[config.mk]
export PLATFORM = sky130hd
export DESIGN_NAME = gate_truth_sweeper
export DESIGN_NICKNAME = d
export VERILOG_FILES = /design/src/rtl/gate_truth_sweeper.sv
export SDC_FILE = /design/constraint.sdc
export NUM_CORES = 1
export LEC_CHECK = 0
export ABC_AREA = 1
export BUFFER_PORTS_ARGS = -buffer_cell sky130_fd_sc_hd__buf_2
export CAP_MARGIN = 25
export CORE_AREA = 2 2 53 55
export DETAILED_ROUTE_END_ITERATION = 8
export DIE_AREA = 0 0 55 57
export GPL_TIMING_DRIVEN = 0
export PLACE_DENSITY = 0.8
export SETUP_SLACK_MARGIN = 0.2
export SYNTH_ARGS = -nofsm -noshare
export SYNTH_HDL_FRONTEND = slang
export SYNTH_SLANG_ARGS = --single-unit
[constraint.sdc]
create_clock -name clk -period 3.7 [get_ports clk]
set_clock_uncertainty 0.05 [all_clocks]
set_input_delay 0.185 -clock clk [delete_from_list [all_inputs] [get_ports clk]]
set_output_delay 0.185 -clock clk [all_outputs]
set_load 0.1 [all_outputs]
[src/rtl/gate_truth_sweeper.sv]
// Purpose: BIST sweeper that drives the four {a,b} input vectors into one 2-input
//          gate, samples gate_y per vector and grades it against a truth table.
// Latency: start at edge E0 gives a done pulse after edge E0+4*SETTLE_CYCLES+1.
// Backpressure: none; start is ignored while a sweep is in progress, with no queuing.
module gate_truth_sweeper #(
  parameter logic [3:0] EXPECTED      = 4'b0111,
  parameter int         SETTLE_CYCLES = 4,
  parameter int         CNT_W         = 8
) (
  input  logic             clk,
  input  logic             rst,
  input  logic             start,
  input  logic             loop,
  output logic             gate_a,
  output logic             gate_b,
  input  logic             gate_y,
  output logic             busy,
  output logic             done,
  output logic             pass,
  output logic [3:0]       fail_mask,
  output logic [3:0]       captured,
  output logic [CNT_W-1:0] fail_cnt
);

  // Settle counter must hold 0..SETTLE_CYCLES-1; keep at least one bit.
  localparam int CW = ($clog2(SETTLE_CYCLES + 1) < 1) ? 1 : $clog2(SETTLE_CYCLES + 1);
  localparam logic [CW-1:0]    CNT_LAST = CW'(SETTLE_CYCLES - 1);
  localparam logic [CNT_W-1:0] FAIL_MAX = '1;

  typedef enum logic [1:0] {
    IDLE   = 2'd0,
    DRIVE  = 2'd1,
    REPORT = 2'd2
  } state_t;

  state_t           state_q, state_d;
  logic [1:0]       idx_q, idx_d;
  logic [CW-1:0]    cnt_q, cnt_d;
  logic [1:0]       gate_ab_q, gate_ab_d;
  logic             busy_q, busy_d;
  logic             done_q, done_d;
  logic             pass_q, pass_d;
  logic [3:0]       fail_mask_q, fail_mask_d;
  logic [3:0]       captured_q, captured_d;
  logic [CNT_W-1:0] fail_cnt_q, fail_cnt_d;

  // Next-state and next-output logic for the sweep sequencer.
  always_comb begin
    state_d     = state_q;
    idx_d       = idx_q;
    cnt_d       = cnt_q;
    busy_d      = busy_q;
    done_d      = 1'b0;
    pass_d      = pass_q;
    fail_mask_d = fail_mask_q;
    captured_d  = captured_q;
    fail_cnt_d  = fail_cnt_q;

    case (state_q)
      IDLE: begin
        if (start) begin
          state_d    = DRIVE;
          idx_d      = 2'd0;
          cnt_d      = '0;
          busy_d     = 1'b1;
          captured_d = 4'b0000;
        end
      end

      DRIVE: begin
        if (cnt_q == CNT_LAST) begin
          // Last edge of this vector's settle window: gate_y is stable here.
          captured_d[idx_q] = gate_y;
          cnt_d             = '0;
          if (idx_q == 2'd3) begin
            state_d = REPORT;
          end else begin
            idx_d = idx_q + 2'd1;
          end
        end else begin
          cnt_d = cnt_q + CW'(1);
        end
      end

      REPORT: begin
        pass_d      = (captured_q == EXPECTED);
        fail_mask_d = captured_q ^ EXPECTED;
        done_d      = 1'b1;
        if ((captured_q != EXPECTED) && (fail_cnt_q != FAIL_MAX)) begin
          fail_cnt_d = fail_cnt_q + CNT_W'(1);
        end
        idx_d = 2'd0;
        cnt_d = '0;
        if (loop) begin
          // Back-to-back sweep: busy stays high, no IDLE cycle in between.
          state_d    = DRIVE;
          busy_d     = 1'b1;
          captured_d = 4'b0000;
        end else begin
          state_d = IDLE;
          busy_d  = 1'b0;
        end
      end

      default: begin
        state_d = IDLE;
        busy_d  = 1'b0;
      end
    endcase

    // Gate inputs are registered so they present the vector of the next state.
    gate_ab_d = (state_d == DRIVE) ? idx_d : 2'b00;
  end

  // State and output registers; reset aborts any sweep without publishing.
  always_ff @(posedge clk or posedge rst) begin
    if (rst) begin
      state_q     <= IDLE;
      idx_q       <= 2'd0;
      cnt_q       <= '0;
      gate_ab_q   <= 2'b00;
      busy_q      <= 1'b0;
      done_q      <= 1'b0;
      pass_q      <= 1'b0;
      fail_mask_q <= 4'b0000;
      captured_q  <= 4'b0000;
      fail_cnt_q  <= '0;
    end else begin
      state_q     <= state_d;
      idx_q       <= idx_d;
      cnt_q       <= cnt_d;
      gate_ab_q   <= gate_ab_d;
      busy_q      <= busy_d;
      done_q      <= done_d;
      pass_q      <= pass_d;
      fail_mask_q <= fail_mask_d;
      captured_q  <= captured_d;
      fail_cnt_q  <= fail_cnt_d;
    end
  end

  assign gate_a    = gate_ab_q[1];
  assign gate_b    = gate_ab_q[0];
  assign busy      = busy_q;
  assign done      = done_q;
  assign pass      = pass_q;
  assign fail_mask = fail_mask_q;
  assign captured  = captured_q;
  assign fail_cnt  = fail_cnt_q;

endmodule

; Word level (Yosys, flattened, before mapping)
; Index checks and enable logic that the tools add are counted.
[op_classes]
bitwise = 2
eq_ne = 11
n_reduce_logical = 8
shifts = 0
n_mul = 0
magnitude_cmp = 2
div = 0
addsub = 3
n_mux = 24
[op_table]
columns = op, n
row1 = two-way mux 2 bit, 7
row2 = two-way mux 4 bit, 3
row3 = case mux 2 bit (3 select lines), 2
row4 = case mux 4 bit (3 select lines), 1
row5 = case mux 3 bit (3 select lines), 1
row6 = adder 8 x 1 -> 8 bit (second input constant), 1
row7 = inequality test 8 bit (second input constant), 1
row8 = two-way mux 3 bit, 2
row9 = inequality test 2 bit (second input constant), 3
row10 = AND reduction 2 bit, 3
row11 = two-way mux 1 bit, 5
row12 = bitwise mux 4 bit, 1
row13 = equality test 2 x 1 -> 1 bit (second input constant), 2
row14 = equality test 2 bit (second input constant), 2
row15 = equality test 4 x 3 -> 1 bit (second input constant), 1
row16 = inequality test 4 x 3 -> 1 bit (second input constant), 1
row17 = AND reduction 4 bit, 1
row18 = adder 3 x 1 -> 3 bit (second input constant), 1
row19 = equality test 3 x 2 -> 1 bit (second input constant), 1
row20 = less-than comparator 2 x 3 -> 1 bit (second input constant), 1
row21 = inverter 3 bit, 1
row22 = case mux 1 bit (3 select lines), 1
row23 = nonzero test 3 bit, 1
row24 = adder 2 x 1 -> 2 bit (second input constant), 1
row25 = other kinds (5), 6
[totals]
out_inout_bits = 21
reg_bits = 28
mem_bits_ro = 0
in_bits = 5
mem_bits_rw = 0
memories = 0
latchBits = 0
word_cells = 60

; Logic depth before layout (Yosys ltp)
; Gate-level depths: netlist of run 1.
[depth]
depth_word = 7
depth_mapped = 8
mapped_depth_nobuf = 8

; Worst setup path before layout of run 1
; Ideal clock, no wire load.
[synth_timing]
kind = register to register
start = register fail_cnt_q[1], in the netlist fail_cnt[1]
end = register fail_cnt_q[2], in the netlist fail_cnt[2]
n_path_buf = 0
setup_time_ps = 68
slack_ps = 1632
synth_period_minus_slack_ps = 2068
path_stages_with_launch = 6
t_arrival_ps = 1950
required_time_ps = 3582
path_cell_list = dfrtp_1 -> ha_1 -> nand3_1 -> o21ai_2 -> nand2_1 -> nand2_1
[synth_via]
elab_chain_cells = 3
elab_cells_between_ends = 4
classes_between = 1 x add/sub / 1 x eq/ne / 2 x reduce/logical
[synth_rtl]
columns = item, line
row1 = "start, declared", 45  ; logic [CNT_W-1:0] fail_cnt_q, fail_cnt_d;
row2 = "start signal, assigned", 138  ; fail_cnt_q <= fail_cnt_d;
row3 = "parallel branches: the longest is 3 deep, another holds adder 8 x 1 -> 8 bit", -
; Parallel ways; which one is timed is not known.
; A chain may end at the register's enable or synchronous reset.

; Final worst setup path of run 1
[layout_timing]
start = register fail_cnt_q[4], in the netlist fail_cnt[4]
end = output port fail_cnt[4]
[layout_lines]
columns = item, line
row1 = "end, declared", 22  ; output logic [CNT_W-1:0] fail_cnt
; No word-level cell between the ends.

==> results.py, run 1 <==
metrics = {
    "status": {
        "status": "complete, no violations",
    },
    "synthesis": {
        "synthesis.nets": 194,
        "sequential_cell_area_fraction_in_the_yosys_report_pct": 49.34,
        "synth.yosys.warnings": 0,
        "yosys.area.top_type": "sky130_fd_sc_hd__dfrtp_1",
        "syn-instance-count": 187,
        "postSynthAreaPerCell_um2": 7.594,
        "yosys.cell_count.top_type": "sky130_fd_sc_hd__nand2_1",
        "synthDistinctLibCells": 19,
        "mapped_cell_area_um2": 1420,
        "synth-edff-count": 0,
        "synth_top_cells_by_count": "sky130_fd_sc_hd__nand2_1 (73), sky130_fd_sc_hd__dfrtp_1 (28), sky130_fd_sc_hd__inv_1 (24)",
        "synth_top_cell_area_share_pct": 49.34,
        "ys_seq_elements": 28,
        "post_synth_main_area_contributors": "sky130_fd_sc_hd__dfrtp_1 (49%), sky130_fd_sc_hd__nand2_1 (19%), sky130_fd_sc_hd__inv_1 (6.3%)",
        "ys_dominant_reg_cell": "sky130_fd_sc_hd__dfrtp_1",
        "async_flop_share_pct": 100.0,
    },
    "cells_and_area": {
        "drive_above_1_share_pct": 18.81,
        "design_area_um2": 1674,
        "antennaDiodeCount": 0,
        "final-instance-count-excl-fill": 249,
        "fin_util_pct": 64.02,
        "area_delta_synth_final_pct": 17.89,
        "final_nets": 226,
    },
    "cts": {
        "cts_setup_buffers": 0,
        "cts_buffers": 3,
        "clock_sinks": 28,
        "cts_max_path_buffers": 2,
        "cts-htree-levels": 1,
        "cts_hold_buffers": 1,
        "tritoncts_clock_tree": "built",
        "post_cts_resize_count": 0,
        "clock_latency_ns": 0.34,
        "clock_transition_at_the_registers_of_the_reported_paths_ns": 0.15,
        "clockRootBuffer": "sky130_fd_sc_hd__clkbuf_4",
    },
    "pwr": {
        "total_leakage_power_nw": 0.9815,
        "total_power_mw": 1.436,
        "power.ir.vdd_worst_v": 0.0006920,
        "power.density_nw_per_um2": 858.0,
    },
    "drt": {
        "detail_route.wl_per_cell_um": 10.84,
        "drt_wl_total_um": 2700,
        "via_count_normalized_by_instance_count": 4.980,
        "drc": 0,
        "tritonroute_pass_1_iters": 4,
        "first_iter_violations": 36,
        "vias": 1240,
        "number_of_routed_nets_with_antenna_violations": 0,
    },
    "setup_path": {
        "crit_path_top_delay_cell": "sky130_fd_sc_hd__dfrtp_1",
        "cp_slowest_stage_delay_ns": 0.50,
        "crit_arrival_ns": 1.31,
        "critical_path.startpoint_type": "register",
        "path_buf_inv": 1,
        "worstPathRequired_ns": 3.46,
        "worst-path-max-fanout": 6,
        "critical-path-top-delay-family": "flip-flops",
        "cp-end-kind": "output pin",
        "path_cells": "buf_2",
        "timing.setup.critical_path_class": "reg -> out",
    },
    "die": {
        "core_area_um2": 2615,
        "boundary_pin_count": 26,
        "die_y_um": 57,
        "starting_density_of_the_core_pct": 54.31,
        "chip_width_um": 55,
        "placementRows": 19,
        "floorplan.die_area_um2": 3135,
    },
    "worst_hold_path": {
        "hp-class": "in -> reg",
    },
    "timing": {
        "grt_setup_unrepaired": "no",
        "tns_ns": 0,
        "tightestPinTransition_ns": 0.5597,
        "max_freq_ghz": 0.6470,
        "timing.final.hold_violations": 0,
        "slew_violations": 0,
        "setup_viol": 0,
        "period_minus_slack_ns": 1.546,
        "slew_headroom_pct": 62.64,
        "period_share_pct": 41.77,
    },
    "global_routing": {
        "grt_first_pass_wirelength_um": 4926,
        "grt_antenna_before_repair": 0,
        "grt_max_degree": 17,
        "grt_overflow": 0,
        "first_global_vias": 1201,
        "grt_util_all_layers_pct": 21.44,
    },
    "flow_run": {
        "max_cap_viol_count": 0,
    },
    "placement": {
        "io_buffer_count": 25,
        "post_dp_cell_area_um2": 1612,
        "dpl.cell_count": 244,
        "place_congestion": 0.9196,
        "post-dp-hpwl_um": 2062,
    },
}
## sequential cells by signal, summed over array words and instances, names as in the netlist
| register | count |
|---|---|
| fail_cnt | 8 |
| captured | 4 |
| fail_mask | 4 |
| cnt_q | 3 |
| gate_ab_q | 2 |
| idx_q | 2 |
| state_q | 2 |
| busy | 1 |
| done | 1 |
| pass | 1 |
## placed cells by master (no fill, tap or decap)
master                          synthesis  layout
sky130_fd_sc_hd__nand2_2                2       2
sky130_fd_sc_hd__inv_1                 24      24
sky130_fd_sc_hd__xor2_1                 1       1
sky130_fd_sc_hd__a21oi_1                4       4
sky130_fd_sc_hd__buf_2                  0      25
sky130_fd_sc_hd__nor2_2                 2       2
sky130_fd_sc_hd__o21ai_2                2       2
sky130_fd_sc_hd__clkbuf_4               0       3
sky130_fd_sc_hd__nand3_1               13      13
sky130_fd_sc_hd__nand2_1               73      73
sky130_fd_sc_hd__xnor2_1                2       2
sky130_fd_sc_hd__inv_2                  2       2
sky130_fd_sc_hd__dlygate4sd3_1          0       1
sky130_fd_sc_hd__buf_16                 0       1
sky130_fd_sc_hd__a21o_1                 1       1
sky130_fd_sc_hd__nor2_1                16      16
sky130_fd_sc_hd__dfrtp_1               28      28
sky130_fd_sc_hd__ha_1                   2       2
sky130_fd_sc_hd__nand4_1                2       2
sky130_fd_sc_hd__o21ai_0                7       7
sky130_fd_sc_hd__nor2_4                 3       3
sky130_fd_sc_hd__o21ai_1                1       1
sky130_fd_sc_hd__nand3b_1               2       2
sky130_fd_sc_hd__bufinv_16              0       1
## metal layers
layer	routed length (µm)	part of all wire (%)	track usage [%]	up-vias
li1	-	-	-	638
met1	1215	45	26.88	571
met2	1314	49	35.54	22
met3	98	3.6	2.880	9
met4	71	2.6	10.45	0
met5	0	0	0	-
## logic make-up (layout without fill, tap and decap cells)
family	after synthesis	in the layout	synth area share, %
simple gates	113	113	34.18
flops	28	28	49.34
buf+inv	26	57	6.873
compound gates	15	15	5.991
xor+xnor	3	3	1.851
fa+ha+maj	2	2	1.762
## path summary, 6_finish.rpt
check / start / end / slack (ns) / depth (start not counted)
setup / recovery: fail_cnt[4]$_DFFE_PP0P_ / fail_cnt[4] / 2.15 / 1
hold / removal: gate_y / captured[0]$_DFFE_PP0P_ / 0.14 / 5
max in group asynchronous: rst / fail_cnt[6]$_DFFE_PP0P_ / 2.77 / 4
setup reg to reg: fail_cnt[0]$_DFFE_PP0P_ / fail_cnt[6]$_DFFE_PP0P_ / 2.20 / 5
min in group asynchronous: rst / gate_ab_q[0]$_DFF_PP0_ / 0.36 / 3
hold reg to reg: fail_mask[0]$_DFFE_PP0N_ / fail_mask[0]$_DFFE_PP0N_ / 0.45 / 2
## power breakdown
part           total (mW)  internal [mW]  switching, mW
Sequential          0.453          0.389         0.0635
Clock               0.204          0.110         0.0940
Combinational       0.780          0.145          0.635
## per-stage QoR
stage	hold slack [ns]	worst slack [ns]
after global placement	0.4093	2.249
after CTS	0.1428	2.164
after global routing	0.1674	1.996
after floorplan	0.2004	1.632
after detailed placement	0.2102	2.235
final	0.1444	2.154
## area by class of cell
type                    count  area (µm²)
multi-input cells         133       621.8
clock inverters             1       30.03
fillers                   245       940.9
inverters                  26       97.59
well taps                  31       38.79
flip-flops and latches     28       700.7
repair buffers             27       162.7
clock buffers               3       22.52
Note: power is estimated with default switching activity, not from simulation.
==> run 2, diff against run 1 <==
Settings changed: CORE_AREA 2 2 53 55 to 2 2 55 57, DIE_AREA 0 0 55 57 to 0 0 57 59, PLACE_DENSITY 0.8 to 0.75.
Clock period 3.7 ns to 1.6 ns, I/O delays scaled along.
==> run 2 against run 1 <==
Net effect:
- die area is 7.3% higher
- final area is 5.3% higher
- global-route usage is 3.4 points lower
- critical path depth stayed put
- wire length is 4.2% higher
- critical path type unchanged
- largest power group unchanged
==> results.py, run 2 (synthesis results as in run 1) <==
metrics = {
    "global_routing": {
        "grt_first_pass_wirelength_um": 4733,
        "first_global_vias": 1107,
        "grt_max_degree": 17,
        "grt_antenna_before_repair": 0,
        "grt_overflow": 0,
        "grt_util_all_layers_pct": 18.03,
    },
    "setup_path": {
        "critical_path.startpoint_type": "register",
        "timing.setup.critical_path_class": "reg -> out",
        "worstPathRequired_ns": 1.47,
        "worst-r2r-setup-slack_ns": 0.26,
        "worst_r2r_path_depth": 6,
        "timing.rr.end": "fail_cnt[2]$_DFFE_PP0P_",
        "cp_slowest_stage_delay_ns": 0.46,
        "cp-end-kind": "output pin",
        "setup.worst_path.start": "fail_cnt[6]$_DFFE_PP0P_",
        "path_cells": "buf_2",
        "crit-reg2reg-launch": "state_q[0]$_DFF_PP0_",
        "critical-path-top-delay-family": "flip-flops",
        "crit_path_top_delay_cell": "sky130_fd_sc_hd__dfrtp_4",
        "crit_arrival_ns": 1.22,
        "path_buf_inv": 1,
        "worst-path-max-fanout": 5,
    },
    "drt": {
        "drc": 0,
        "detail_route.wl_per_cell_um": 11.30,
        "tritonroute_pass_1_iters": 4,
        "first_iter_violations": 67,
        "vias": 1262,
        "via_count_normalized_by_instance_count": 5.068,
        "drt_wl_total_um": 2813,
        "number_of_routed_nets_with_antenna_violations": 0,
    },
    "timing": {
        "grt_setup_unrepaired": "no",
        "slew_headroom_pct": 61.97,
        "tightestPinTransition_ns": 0.5698,
        "tns_ns": 0,
        "timing.final.hold_violations": 0,
        "max_freq_ghz": 0.7417,
        "period_minus_slack_ns": 1.348,
        "period_share_pct": 84.27,
        "setup_viol": 0,
        "slew_violations": 0,
    },
    "worst_hold_path": {
        "timing.hold.worst_endpoint": "captured[2]$_DFFE_PP0P_",
        "hold_path_depth": 5,
        "hp-class": "in -> reg",
        "worst_hold_startpoint": "gate_y",
    },
    "placement": {
        "post-dp-hpwl_um": 2094,
        "io_buffer_count": 25,
        "place_congestion": 0.9116,
    },
    "die": {
        "placementRows": 19,
        "boundary_pin_count": 26,
        "floorplan.die_area_um2": 3363,
        "chip_width_um": 57,
        "core_area_um2": 2710,
        "die_y_um": 59,
        "starting_density_of_the_core_pct": 52.40,
    },
    "pwr": {
        "power.switching_mw": 1.844,
        "internal_power_summed_over_all_cells_mw": 1.412,
        "clockPowerShare_pct": 10.8,
        "power.ir.vdd_worst_v": 0.001370,
        "total_leakage_power_nw": 0.9451,
        "p_sw_share_pct": 56.63,
        "total_power_mw": 3.256,
        "power.density_nw_per_um2": 1847,
        "comb_power_share_pct": 56.1,
        "sequential_share_of_power_pct": 33.2,
    },
    "cts": {
        "clock_latency_ns": 0.33,
        "clockRootBuffer": "sky130_fd_sc_hd__clkbuf_4",
        "clock_transition_at_the_registers_of_the_reported_paths_ns": 0.15,
        "cts_setup_buffers": 0,
        "tritoncts_clock_tree": "built",
        "cts_buffers": 3,
        "cts_max_path_buffers": 2,
        "clock_sinks": 28,
        "cts-htree-levels": 1,
    },
    "cells_and_area": {
        "largest_register_ffs": 8,
        "regArea_um2": 735.7,
        "filler_cell_count": 236,
        "most-common-layout-cells": "sky130_fd_sc_hd__nand2_1 (73), sky130_fd_sc_hd__inv_1 (24), sky130_fd_sc_hd__buf_2 (18)",
        "multiInputGateArea_um2": 674.4,
        "antennaDiodeCount": 0,
        "final_nets": 226,
        "fin_util_pct": 65.05,
        "layout_commonest_cell": "sky130_fd_sc_hd__nand2_1",
        "drive_above_1_share_pct": 28.44,
        "area_delta_synth_final_pct": 24.14,
    },
    "flow_run": {
        "max_cap_viol_count": 0,
    },
    "status": {
        "status": "complete, no violations",
    },
}
==> run 2: power by group through the flow <==
stage	clock [mW]	combinational, mW	sequential [mW]
6_report	0.350	1.83	1.08
5_1_grt	0.388	1.96	1.10
4_1_cts	0.361	1.81	1.07
3_5_place_dp	0	1.80	1.09
3_3_place_gp	0	1.78	1.08
2_1_floorplan	0	0.578	2.01
==> run 2: worst min-delay path, stage by stage <==
cell	delay [ns]
sky130_fd_sc_hd__buf_2	0.09
sky130_fd_sc_hd__inv_1	0.04
sky130_fd_sc_hd__nor2_1	0.07
sky130_fd_sc_hd__nand3_1	0.09
sky130_fd_sc_hd__nand2_1	0.05
==> run 2: routing by layer <==
| metal | GRT usage (%) | vias to the layer above | share of wire (%) |
|---|---|---|---|
| li1 | - | 640 | - |
| met1 | 23.30 | 585 | 46 |
| met5 | 0 | - | 0 |
| met4 | 6.645 | 0 | 1.1 |
| met2 | 29.89 | 33 | 49 |
| met3 | 4.148 | 4 | 3.7 |
==> run 2: area by class of cell <==
class	count	area share, %
Sequential cell	28	41.73
Timing Repair Buffer	27	10.22
Tap cell	31	2.200
Inverter	26	5.536
Clock buffer	4	2.058
Multi-Input combinational cell	133	38.25
==> run 2: stage by stage <==
stage / hold WS (ns) / std cells / setup WS [ns] / instance area, µm²
5_1_grt: 0.06288 / 249 / 0.1656 / 1763
4_1_cts: 0.03851 / 249 / 0.2046 / 1738
2_1_floorplan: 0.09521 / 187 / 0.1740 / 1498
6_report: 0.05511 / 249 / 0.2517 / 1763
3_3_place_gp: 0.3247 / 243 / 0.2192 / 1662
3_5_place_dp: 0.1256 / 244 / 0.2167 / 1689
==> run 2: how the worst max path moves through the flow <==
stage                              endpoint  slack [ns]  depth (start not counted)
floorplan           fail_cnt[2]$_DFFE_PP0P_        0.17                          5
global placement    fail_cnt[1]$_DFFE_PP0P_        0.22                          6
detailed placement  fail_cnt[0]$_DFFE_PP0P_        0.22                          6
CTS                             fail_cnt[2]        0.20                          1
global route        fail_cnt[2]$_DFFE_PP0P_        0.17                          6
finish                          fail_cnt[6]        0.25                          1
==> run 2: repair_timing <==
action	4_1_cts	5_1_grt
resized for setup	1	11
cloned	0	0
setup endpoints to repair	1	19
hold buffers	1	0
endpoints found under the hold margin	12	0
